**config.mk**
```make
export PLATFORM = sky130hd
export DESIGN_NAME = cog_vcap
export DESIGN_NICKNAME = d
export VERILOG_FILES = /design/src/rtl/cog_pkg.sv /design/src/rtl/cog_vcap_sync.sv /design/src/rtl/cog_vcap.sv
export SDC_FILE = /design/constraint.sdc
export NUM_CORES = 1
export LEC_CHECK = 0
export BUFFER_PORTS_ARGS = -buffer_cell sky130_fd_sc_hd__buf_4
export CAP_MARGIN = 20
export CORE_UTILIZATION = 30
export CTS_CLUSTER_DIAMETER = 60
export DETAILED_ROUTE_END_ITERATION = 10
export SETUP_SLACK_MARGIN = 0.2
export SYNTH_ARGS = -nofsm -noshare
export SYNTH_HDL_FRONTEND = slang
export SYNTH_SLANG_ARGS = --single-unit
```
**constraint.sdc**
```tcl
create_clock -name clk_cog -period 12.4 [get_ports clk_cog]
set_input_delay 2.48 -clock clk_cog [delete_from_list [all_inputs] [get_ports clk_cog]]
set_output_delay 2.48 -clock clk_cog [all_outputs]
set_load 0.05 [all_outputs]
```
**src/rtl/cog_pkg.sv**
```systemverilog
// Shared cog definitions: capture mode encodings, capture FSM states and the
// bit positions of the cap/scl configuration fields.
package cog_pkg;

    typedef enum logic [1:0] {
        CAP_OFF  = 2'b00,
        CAP_FREE = 2'b01,
        CAP_RISE = 2'b10,
        CAP_FALL = 2'b11
    } cap_mode_e;

    typedef enum logic [1:0] {
        ST_IDLE = 2'd0,
        ST_ARM  = 2'd1,
        ST_RUN  = 2'd2
    } cap_state_e;

    localparam int CAP_MODE_HI = 30;
    localparam int CAP_MODE_LO = 29;
    localparam int CAP_TWO_BIT = 28;
    localparam int CAP_IDX_HI  = 18;
    localparam int CAP_IDX_LO  = 16;
    localparam int CAP_TIDX_HI = 15;
    localparam int CAP_TIDX_LO = 13;
    localparam int CAP_GRP_HI  = 10;
    localparam int CAP_GRP_LO  = 9;
    localparam int CAP_MASK_HI = 7;
    localparam int CAP_MASK_LO = 0;

    localparam int SCL_CPP_HI  = 19;
    localparam int SCL_CPP_LO  = 12;
    localparam int SCL_PPW_HI  = 5;
    localparam int SCL_PPW_LO  = 0;

    // Out-of-range pixel counts fall back to a full word; 2-bit pixels fill a word at 16.
    function automatic logic [5:0] pixelsPerWord(input logic [5:0] raw, input logic twoBit);
        logic [5:0] n;
        n = (raw == 6'd0 || raw > 6'd32) ? 6'd32 : raw;
        if (twoBit && n > 6'd16) begin
            n = 6'd16;
        end
        return n;
    endfunction

    function automatic logic [7:0] selectGroup(input logic [31:0] pins, input logic [1:0] grp,
                                               input logic [7:0] mask);
        return pins[{grp, 3'b000} +: 8] & mask;
    endfunction

endpackage

```
**src/rtl/cog_vcap_sync.sv**
```systemverilog
// Multi-stage synchroniser bringing the asynchronous 32-bit pin bus into the cog clock domain.
module cog_vcap_sync #(
    parameter int SYNC_STAGES = 2
) (
    input  logic        clk_cog,
    input  logic        res,
    input  logic [31:0] i_async,
    output logic [31:0] o_sync
);

    logic [SYNC_STAGES-1:0][31:0] r_stage;

    always_ff @(posedge clk_cog or posedge res) begin
        if (res) begin
            r_stage <= '0;
        end else begin
            r_stage <= {r_stage[SYNC_STAGES-2:0], i_async};
        end
    end

    assign o_sync = r_stage[SYNC_STAGES-1];

endmodule

```
**src/rtl/cog_vcap.sv**
```systemverilog
// Cog video capture: samples one pin (or pin pair) of an 8-pin group at a programmable
// pixel rate and packs the pixels into 32-bit words handed to the cog via rdy/take.
module cog_vcap
    import cog_pkg::*;
#(
    parameter int SYNC_STAGES = 2
) (
    input  logic        clk_cog,
    input  logic        res,
    input  logic        setcap,
    input  logic        setscl,
    input  logic [31:0] data,
    input  logic [31:0] pin_in,
    input  logic        take,
    output logic [31:0] word,
    output logic        rdy,
    output logic        armed,
    output logic        overrun
);

    logic [31:0] w_pins;

    cap_state_e  r_state;
    logic        r_falling;
    logic        r_twoBit;
    logic [2:0]  r_idx;
    logic [2:0]  r_tidx;
    logic [1:0]  r_grpSel;
    logic [7:0]  r_mask;
    logic [7:0]  r_cpp;
    logic [5:0]  r_ppw;
    logic [31:0] r_sr;
    logic [31:0] r_word;
    logic [7:0]  r_presc;
    logic [5:0]  r_cnt;
    logic [5:0]  r_nCur;
    logic        r_rdy;
    logic        r_armed;
    logic        r_overrun;
    logic        r_prevTrig;

    logic [7:0]  w_grp;
    logic [7:0]  w_grpNew;
    logic        w_trig;
    logic        w_trigNew;
    logic        w_trigHit;
    logic [1:0]  w_px;
    logic [31:0] w_srNext;
    logic [31:0] w_wordNext;
    logic        w_sample;
    logic        w_done;
    logic [5:0]  w_cntNext;
    logic [5:0]  w_bits;
    logic [5:0]  w_shift;
    logic        w_unusedData;

    cog_vcap_sync #(.SYNC_STAGES(SYNC_STAGES)) u_sync (
        .clk_cog (clk_cog),
        .res     (res),
        .i_async (pin_in),
        .o_sync  (w_pins)
    );

    // The trigger level seen under the incoming config seeds edge detection on entry to ARM.
    assign w_grp      = selectGroup(w_pins, r_grpSel, r_mask);
    assign w_grpNew   = selectGroup(w_pins, data[CAP_GRP_HI:CAP_GRP_LO], data[CAP_MASK_HI:CAP_MASK_LO]);
    assign w_trig     = w_grp[r_tidx];
    assign w_trigNew  = w_grpNew[data[CAP_TIDX_HI:CAP_TIDX_LO]];
    assign w_trigHit  = (w_trig != r_prevTrig) && (w_trig != r_falling);

    assign w_px       = r_twoBit ? {w_grp[{r_idx[2:1], 1'b1}], w_grp[{r_idx[2:1], 1'b0}]}
                                 : {1'b0, w_grp[r_idx]};
    assign w_srNext   = r_twoBit ? {w_px, r_sr[31:2]} : {w_px[0], r_sr[31:1]};
    assign w_sample   = !setcap && (r_state == ST_RUN) && (r_presc == 8'd1);
    assign w_cntNext  = r_cnt + 6'd1;
    assign w_done     = w_sample && (w_cntNext == r_nCur);
    assign w_bits     = r_twoBit ? {r_nCur[4:0], 1'b0} : r_nCur;
    assign w_shift    = 6'd32 - w_bits;
    assign w_wordNext = w_srNext >> w_shift;

    assign w_unusedData = ^{data[31], data[27:20], data[11], data[8]};

    always_ff @(posedge clk_cog or posedge res) begin
        if (res) begin
            r_state    <= ST_IDLE;
            r_falling  <= 1'b0;
            r_twoBit   <= 1'b0;
            r_idx      <= '0;
            r_tidx     <= '0;
            r_grpSel   <= '0;
            r_mask     <= '0;
            r_cpp      <= '0;
            r_ppw      <= '0;
            r_sr       <= '0;
            r_word     <= '0;
            r_presc    <= '0;
            r_cnt      <= '0;
            r_nCur     <= '0;
            r_rdy      <= 1'b0;
            r_armed    <= 1'b0;
            r_overrun  <= 1'b0;
            r_prevTrig <= 1'b0;
        end else begin
            if (setscl) begin
                r_cpp <= data[SCL_CPP_HI:SCL_CPP_LO];
                r_ppw <= data[SCL_PPW_HI:SCL_PPW_LO];
            end

            if (setcap) begin
                r_falling  <= data[CAP_MODE_LO];
                r_twoBit   <= data[CAP_TWO_BIT];
                r_idx      <= data[CAP_IDX_HI:CAP_IDX_LO];
                r_tidx     <= data[CAP_TIDX_HI:CAP_TIDX_LO];
                r_grpSel   <= data[CAP_GRP_HI:CAP_GRP_LO];
                r_mask     <= data[CAP_MASK_HI:CAP_MASK_LO];
                r_sr       <= '0;
                r_cnt      <= '0;
                r_overrun  <= 1'b0;
                r_prevTrig <= w_trigNew;
                r_presc    <= r_cpp;
                r_nCur     <= pixelsPerWord(r_ppw, data[CAP_TWO_BIT]);
                case (cap_mode_e'(data[CAP_MODE_HI:CAP_MODE_LO]))
                    CAP_OFF: begin
                        r_state <= ST_IDLE;
                        r_armed <= 1'b0;
                    end
                    CAP_FREE: begin
                        r_state <= ST_RUN;
                        r_armed <= 1'b0;
                    end
                    default: begin
                        r_state <= ST_ARM;
                        r_armed <= 1'b1;
                    end
                endcase
            end else begin
                case (r_state)
                    ST_ARM: begin
                        r_prevTrig <= w_trig;
                        if (w_trigHit) begin
                            r_state <= ST_RUN;
                            r_armed <= 1'b0;
                            r_presc <= r_cpp;
                            r_nCur  <= pixelsPerWord(r_ppw, r_twoBit);
                        end
                    end
                    ST_RUN: begin
                        // A prescaler of 0 wraps to 255 here, giving the 256-clock pixel period.
                        if (r_presc == 8'd1) begin
                            r_sr    <= w_srNext;
                            r_presc <= r_cpp;
                            if (w_done) begin
                                r_cnt  <= '0;
                                r_nCur <= pixelsPerWord(r_ppw, r_twoBit);
                            end else begin
                                r_cnt  <= w_cntNext;
                            end
                        end else begin
                            r_presc <= r_presc - 8'd1;
                        end
                    end
                    default: begin
                    end
                endcase
            end

            if (w_done) begin
                if (!r_rdy || take) begin
                    r_word <= w_wordNext;
                    r_rdy  <= 1'b1;
                end else begin
                    r_overrun <= 1'b1;
                end
            end else if (take && r_rdy) begin
                r_rdy <= 1'b0;
            end
        end
    end

    assign word    = r_word;
    assign rdy     = r_rdy;
    assign armed   = r_armed;
    assign overrun = r_overrun;

endmodule

```
* Word level (Yosys, flattened, before mapping)
Cells that the tools add are included.
** Storage, ports and cells
- Latch bits :: 0
- Memories :: 0
- Logic and storage cells :: 120
- Bits in read-only memories :: 0
- Memory bits (writable) :: 0
- Bits of input ports :: 69
- Register bits :: 186
** Cells by class
- Div/mod/pow operators :: 0
- $mul :: 0
- Reductions and logical operators :: 26
- Magnitude comparators :: 7
- Shifts and indexed selects :: 3
- Muxes and demuxes :: 48
- Bitwise logic cells :: 2
- $add $sub $neg :: 3
- Equal/unequal tests :: 11
** Operator list (count)
- two-way mux 32 bit :: 4
- two-way mux 6 bit :: 12
- variable part select 32 x 6 -> 8 bit :: 2
- right shift 32 x 6 -> 32 bit :: 1
- two-way mux 8 bit :: 3
- less-than comparator 3 x 4 -> 1 bit (second input constant) :: 5
- two-way mux 1 bit :: 17
- bitwise AND 8 bit :: 2
- case mux 8 bit (2 select lines) :: 1
- case mux 6 bit (2 select lines) :: 1
- AND reduction 2 bit :: 5
- nonzero test 2 bit :: 5
- binary-select mux 1 bit (select 3 bit) :: 3
- equality test 8 x 1 -> 1 bit (second input constant) :: 1
- two-way mux 2 bit :: 4
- subtractor 8 x 1 -> 8 bit (second input constant) :: 1
- logical AND 1 bit :: 7
- adder 6 x 1 -> 6 bit (second input constant) :: 1
- equality test 6 bit :: 1
- greater-than comparator 6 x 5 -> 1 bit (second input constant) :: 1
- greater-than comparator 6 bit (second input constant) :: 1
- logical NOT 6 bit :: 1
- != test 3 bit (second input constant) :: 2
- subtractor 6 bit (first input constant) :: 1
- other kinds (13) :: 18

* Longest topological paths before layout
- Depth after elaboration :: 10
- Depth in mapped cells :: 13
- Gate-level depth less buffers :: 9

* By module
From an unflattened synthesis, not the netlist that was laid out.
** Unflattened totals
- Cell total of the unflattened synthesis :: 919
- Area, all modules :: 9728.1 um^2
** Modules (own cells, without submodules)
- cog_vcap :: area each 7882.6 um^2, instances 1, cells an instance 822
- cog_vcap_sync :: area each 1845.5 um^2, instances 1, cells an instance 97

* Least setup slack after synthesis
Ideal clock, no wire load.
- Kind :: input-to-reg
- Start :: input data[9]
- End :: register r_prevTrig
- Arrival time :: 3.986 ns
- Cell stages on the path :: 7
- Buffers on the path :: 1
- Slack :: 8.278 ns
- Path through :: clkbuf_1 > mux4_2 > nand2_1 > nor2_1 > a31oi_1 > mux4_2 > mux2i_1
** On the way
- Cells in the longest elaborated chain, start to end :: 5
** Ends and longest elaborated chain
- start, declared :: RTL line cog_vcap.sv:12 : input logic [31:0] data,
- variable part select 32 x 6 -> 8 bit :: RTL line cog_pkg.sv:47 : return pins[{grp, 3'b000} +: 8] & mask;
- bitwise AND 8 bit :: RTL line cog_pkg.sv:47
- binary-select mux 1 bit (select 3 bit) :: RTL line cog_vcap.sv:68 : assign w_trigNew = w_grpNew[data[CAP_TIDX_HI:CAP_TIDX_LO]];
- two-way mux 1 bit (not written as such) :: RTL line cog_vcap.sv:68
- two-way mux 1 bit :: RTL line cog_vcap.sv:109 : if (setcap) begin
- end signal, assigned :: RTL line cog_vcap.sv:119 : r_prevTrig <= w_trigNew;
- end signal, assigned :: RTL line cog_vcap.sv:139 : r_prevTrig <= w_trig;
- end, declared :: RTL line cog_vcap.sv:40 : logic r_prevTrig;
No other way between the ends. The select of a mux whose other input is x is not followed.
A chain may end at the register's enable or synchronous reset.

* Final worst setup path
- Start :: input setcap
- End :: register r_word[31] (netlist: word[31])
** On the way
- Cells in the longest elaborated chain, start to end :: 5
** Ends and longest elaborated chain
- start, declared :: RTL line cog_vcap.sv:10 : input logic setcap,
- logical NOT 1 bit :: RTL line cog_vcap.sv:74 : assign w_sample = !setcap && (r_state == ST_RUN) && (r_presc == 8'd1);
- logical AND 1 bit (2 in a row) :: RTL line cog_vcap.sv:74
- logical AND 1 bit :: RTL line cog_vcap.sv:76 : assign w_done = w_sample && (w_cntNext == r_nCur);
- AND reduction 2 bit (no line)
- end signal, assigned :: RTL line cog_vcap.sv:169 : r_word <= w_wordNext;
- end, declared :: RTL line cog_vcap.sv:33 : logic [31:0] r_word;
No other way between the ends.

==> flow_summary_export.csv <==
group,metric,value,unit
sta,rsz0062_at_grt,"no",
critical_path,r2r_cells,8,
critical_path,crit_buf_inv,1,
route,dr_total_vias,6895,
synthesis,synth_top_cell_by_area,"dfrtp_1",
critical_path,crit_path_end_kind,"flip-flop",
cts,cts_buffer_depth,2,
sta,worst_slew_pin_slew,1040,ps
grt,grt.total_usage,14.1,%
cts,post_cts_buffers,0,
critical_path,worstSetupStartpointType,"input port",
cts,cts.sinks,184,
route,drtIter0Drc,529,
grt,grt_max_degree,110,
synthesis,synth_top_family_by_area,"multiplexers",
grt,grt_antenna_before_repair,0,
synthesis,synth_area,9440,um2
sta,report.final.hold_viol_count,0,
route,drt-met1-wl,10200,um
power_and_ir_drop,leakage,4.87,nW
grt,first_global_vias,6789,
synthesis,syn_nets,964,
floorplanning,row_count,64,
route,met2WireLength,10200,um
cts,cts_resized,0,
synthesis,syn_area_per_cell,10.6,um2
power_and_ir_drop,powerDensity,143,nW/um2
critical_path,required,12760,ps
route,wl_met3,926,um
sta,period_needed,4270,ps
synthesis,synth-compound-area-share,13.4,%
placement,gp_congestion,0.884,
finish,antenna_cells,0,
worst_hold_path,hold_class,"reg -> reg",
synthesis,yosysSeqAreaShare,48.8,%
critical_path,cp_slowest_stage_delay,820,ps
critical_path,startpoint,"setcap",
route,post_drt_wl_per_cell,15.9,um
cts,cts_hold_buf,0,
finish,syn_to_final_growth,18.5,%
synthesis,synthArstFlopShare,100,%
synthesis,synthTopCellsByCount,"dfrtp_1, nand2_1, mux2i_1, o21ai_0, nor2_1",
cts,clkLatencyLatePin,450,ps
route,drt-pass1-iter-count,7,
cts,numCtsBuffers,17,
cts,root_buffer,"clkbuf_16",
critical_path,slowest_stage,"nor4_4",
route,drc,0,
placement,hpwl,15400,um
synthesis,synthXorXnorAreaFrac,1.07,%
grt,gr-total-overflow,0,
floorplanning,start_util,30.7,%
cts,htreeDepth,4,
synthesis,synth_fa_ha_area_share,0.530,%
grt,grt_pass1_wl,35800,um
sta,setup_violations,0,
sta,fin_setup_tns,0,ps
critical_path,path_cells,"buf_4 > nor2_1 > nand2_1 > nor4_4 > nand2_1 > o21ai_0",
floorplanning,dieWidth,179,um
synthesis,yosys_most_used_dff,"dfrtp_1",
synthesis,synth_area_leaders,"dfrtp_1, mux2i_1, nand2_1, o21ai_0, mux2_2",
placement,io_buffer_count,92,
finish,nets,1031,
synthesis,synth-simple-area-share,13.3,%
synthesis,synth.most_common_cell,"dfrtp_1",
power_and_ir_drop,ir_worst_vdd,96.3,uV
cts,clkTransAtPathRegs,80,ps
sta,hold_ws,351,ps
sta,slew_headroom,30.8,%
run,cap_violations,0,
critical_path,r2r_start,"r_grpSel[1]",
critical_path,criticalPathCategory,"in -> reg",
critical_path,r2r_setup_slack,8810,ps
critical_path,path_max_fanout,33,
sta,post-route-period-util,34.4,%
floorplanning,die_area,32200,um2
floorplanning,die_y,179,um
sta,fmax,234,MHz
route,antenna_left,0,
floorplanning,io_pins,104,
synthesis,synth-edff-count,0,
finish,final_cells,1367,
status,status,"completed",
sta,finalClockSkew,18.8,ps
sta,slew_viol_final,0,
cts,tritoncts,"yes",
critical_path,cp.arrival,4630,ps
critical_path,path_common_cell,"nand2_1",
synthesis,ys_ff_latch,184,
worst_hold_path,min_from,"u_sync.r_stage[23]",
route,top_layer,"met4",
route,vias_per_cell,5.04,
synthesis,syn_inst,891,
critical_path,critPathTopFamily,"simple AND/OR/NAND/NOR gates",
finish,drive_above_1_share,21.0,%
synthesis,yosys_warnings,0,
synthesis,synth_cell_type_count,72,
floorplanning,core_area,30700,um2
synthesis,synth_mux_area_share,19.8,%
critical_path,r2r_end,"r_presc[3]",
placement,dpl.cell_count,1332,
critical_path,path_depth,6,
critical_path,cp-endpoint,"word[31]",
route,wl,21700,um
synthesis,synth_top_area_share,48.8,%
finish,fill_cells,3130,
-- worst register-to-register path: stages (launching register included) --
cell and delay, ps:
dfrtp_1 910, mux2i_1 250, o22a_1 270, mux4_2 490
a221oi_2 350, mux2i_1 400, nor2_1 140, nor3_2 460
o21ai_0 170
-- placed cells by master (no fill, tap or decap), types with 8 or more instances in the layout --
cell,count
nand2_1,123
a211oi_1,15
and2_1,9
mux2i_1,119
nor2b_1,11
o21ai_0,92
clkbuf_16,17
nor2_1,38
nand3_1,15
dfrtp_1,183
nand2b_1,20
a21oi_1,23
a22oi_1,8
mux4_2,12
inv_1,9
buf_4,98
mux2_2,35
nor3_1,13
a31oi_1,11
-- registers in the layout, summed over array words and instances (netlist names), 8 cells and up --
signal / cells
r_mask: 8
r_presc: 8
r_cpp: 8
u_sync.r_stage: 32
u_sync.o_sync: 32
r_sr: 31
word: 32
-- area by class of cell --
class,count,area (um2),share of cell area [%]
Inverter,11,48.8,0.436
Sequential cell,184,4610,41.2
Tap cell,396,495,4.43
Multi-Input combinational cell,643,4600,41.1
Clock buffer,17,425,3.80
Timing Repair Buffer,101,802,7.17
Clock inverter,15,208,1.86
-- worst min path at each step --
stage,end,slack (ps),cells past startpoint
detailed placement,u_sync.o_sync[15],330,0
global placement,u_sync.o_sync[20],330,0
CTS,u_sync.o_sync[23],350,0
finish,u_sync.o_sync[23],350,0
floorplan,u_sync.o_sync[0],330,0
global route,u_sync.o_sync[5],350,0
-- power by group --
| part | total (mW) | internal, mW | leakage, nW | switching (mW) |
|---|---|---|---|---|
| Sequential | 0.671 | 0.634 | 2.30 | 0.0368 |
| Clock | 0.576 | 0.281 | 0.305 | 0.295 |
| Combinational | 0.356 | 0.145 | 2.26 | 0.212 |
| Total | 1.60 | 1.06 | 4.87 | 0.543 |
-- cells by family after synthesis --
group	Yosys count
adder cells (fa/ha/maj)	4
XOR/XNOR	10
AO/OA/AOI/OAI	203
flip-flops	184
buffers and inverters	64
AND/OR/NAND/NOR	259
multiplexers	167
-- metal layers --
metal	GRT usage [%]	vias to the layer above
met4	4.31	0
li1	-	3356
met5	0	-
met1	18.8	3367
met3	3.23	25
met2	22.8	147
-- stage by stage --
step                      total power, mW  setup slack (ps)  utilization, %  instance area, um2
final                                1.60              8130            36.4               11200
after global routing                 1.68              7890            36.4               11200
after CTS                            1.61              8030            36.1               11100
after detailed placement             1.03              7540            34.1               10500
after global placement               1.03              7560            34.1               10500
after floorplan                     0.943              4920               -                9440
Power figures use the tool's default switching activity.
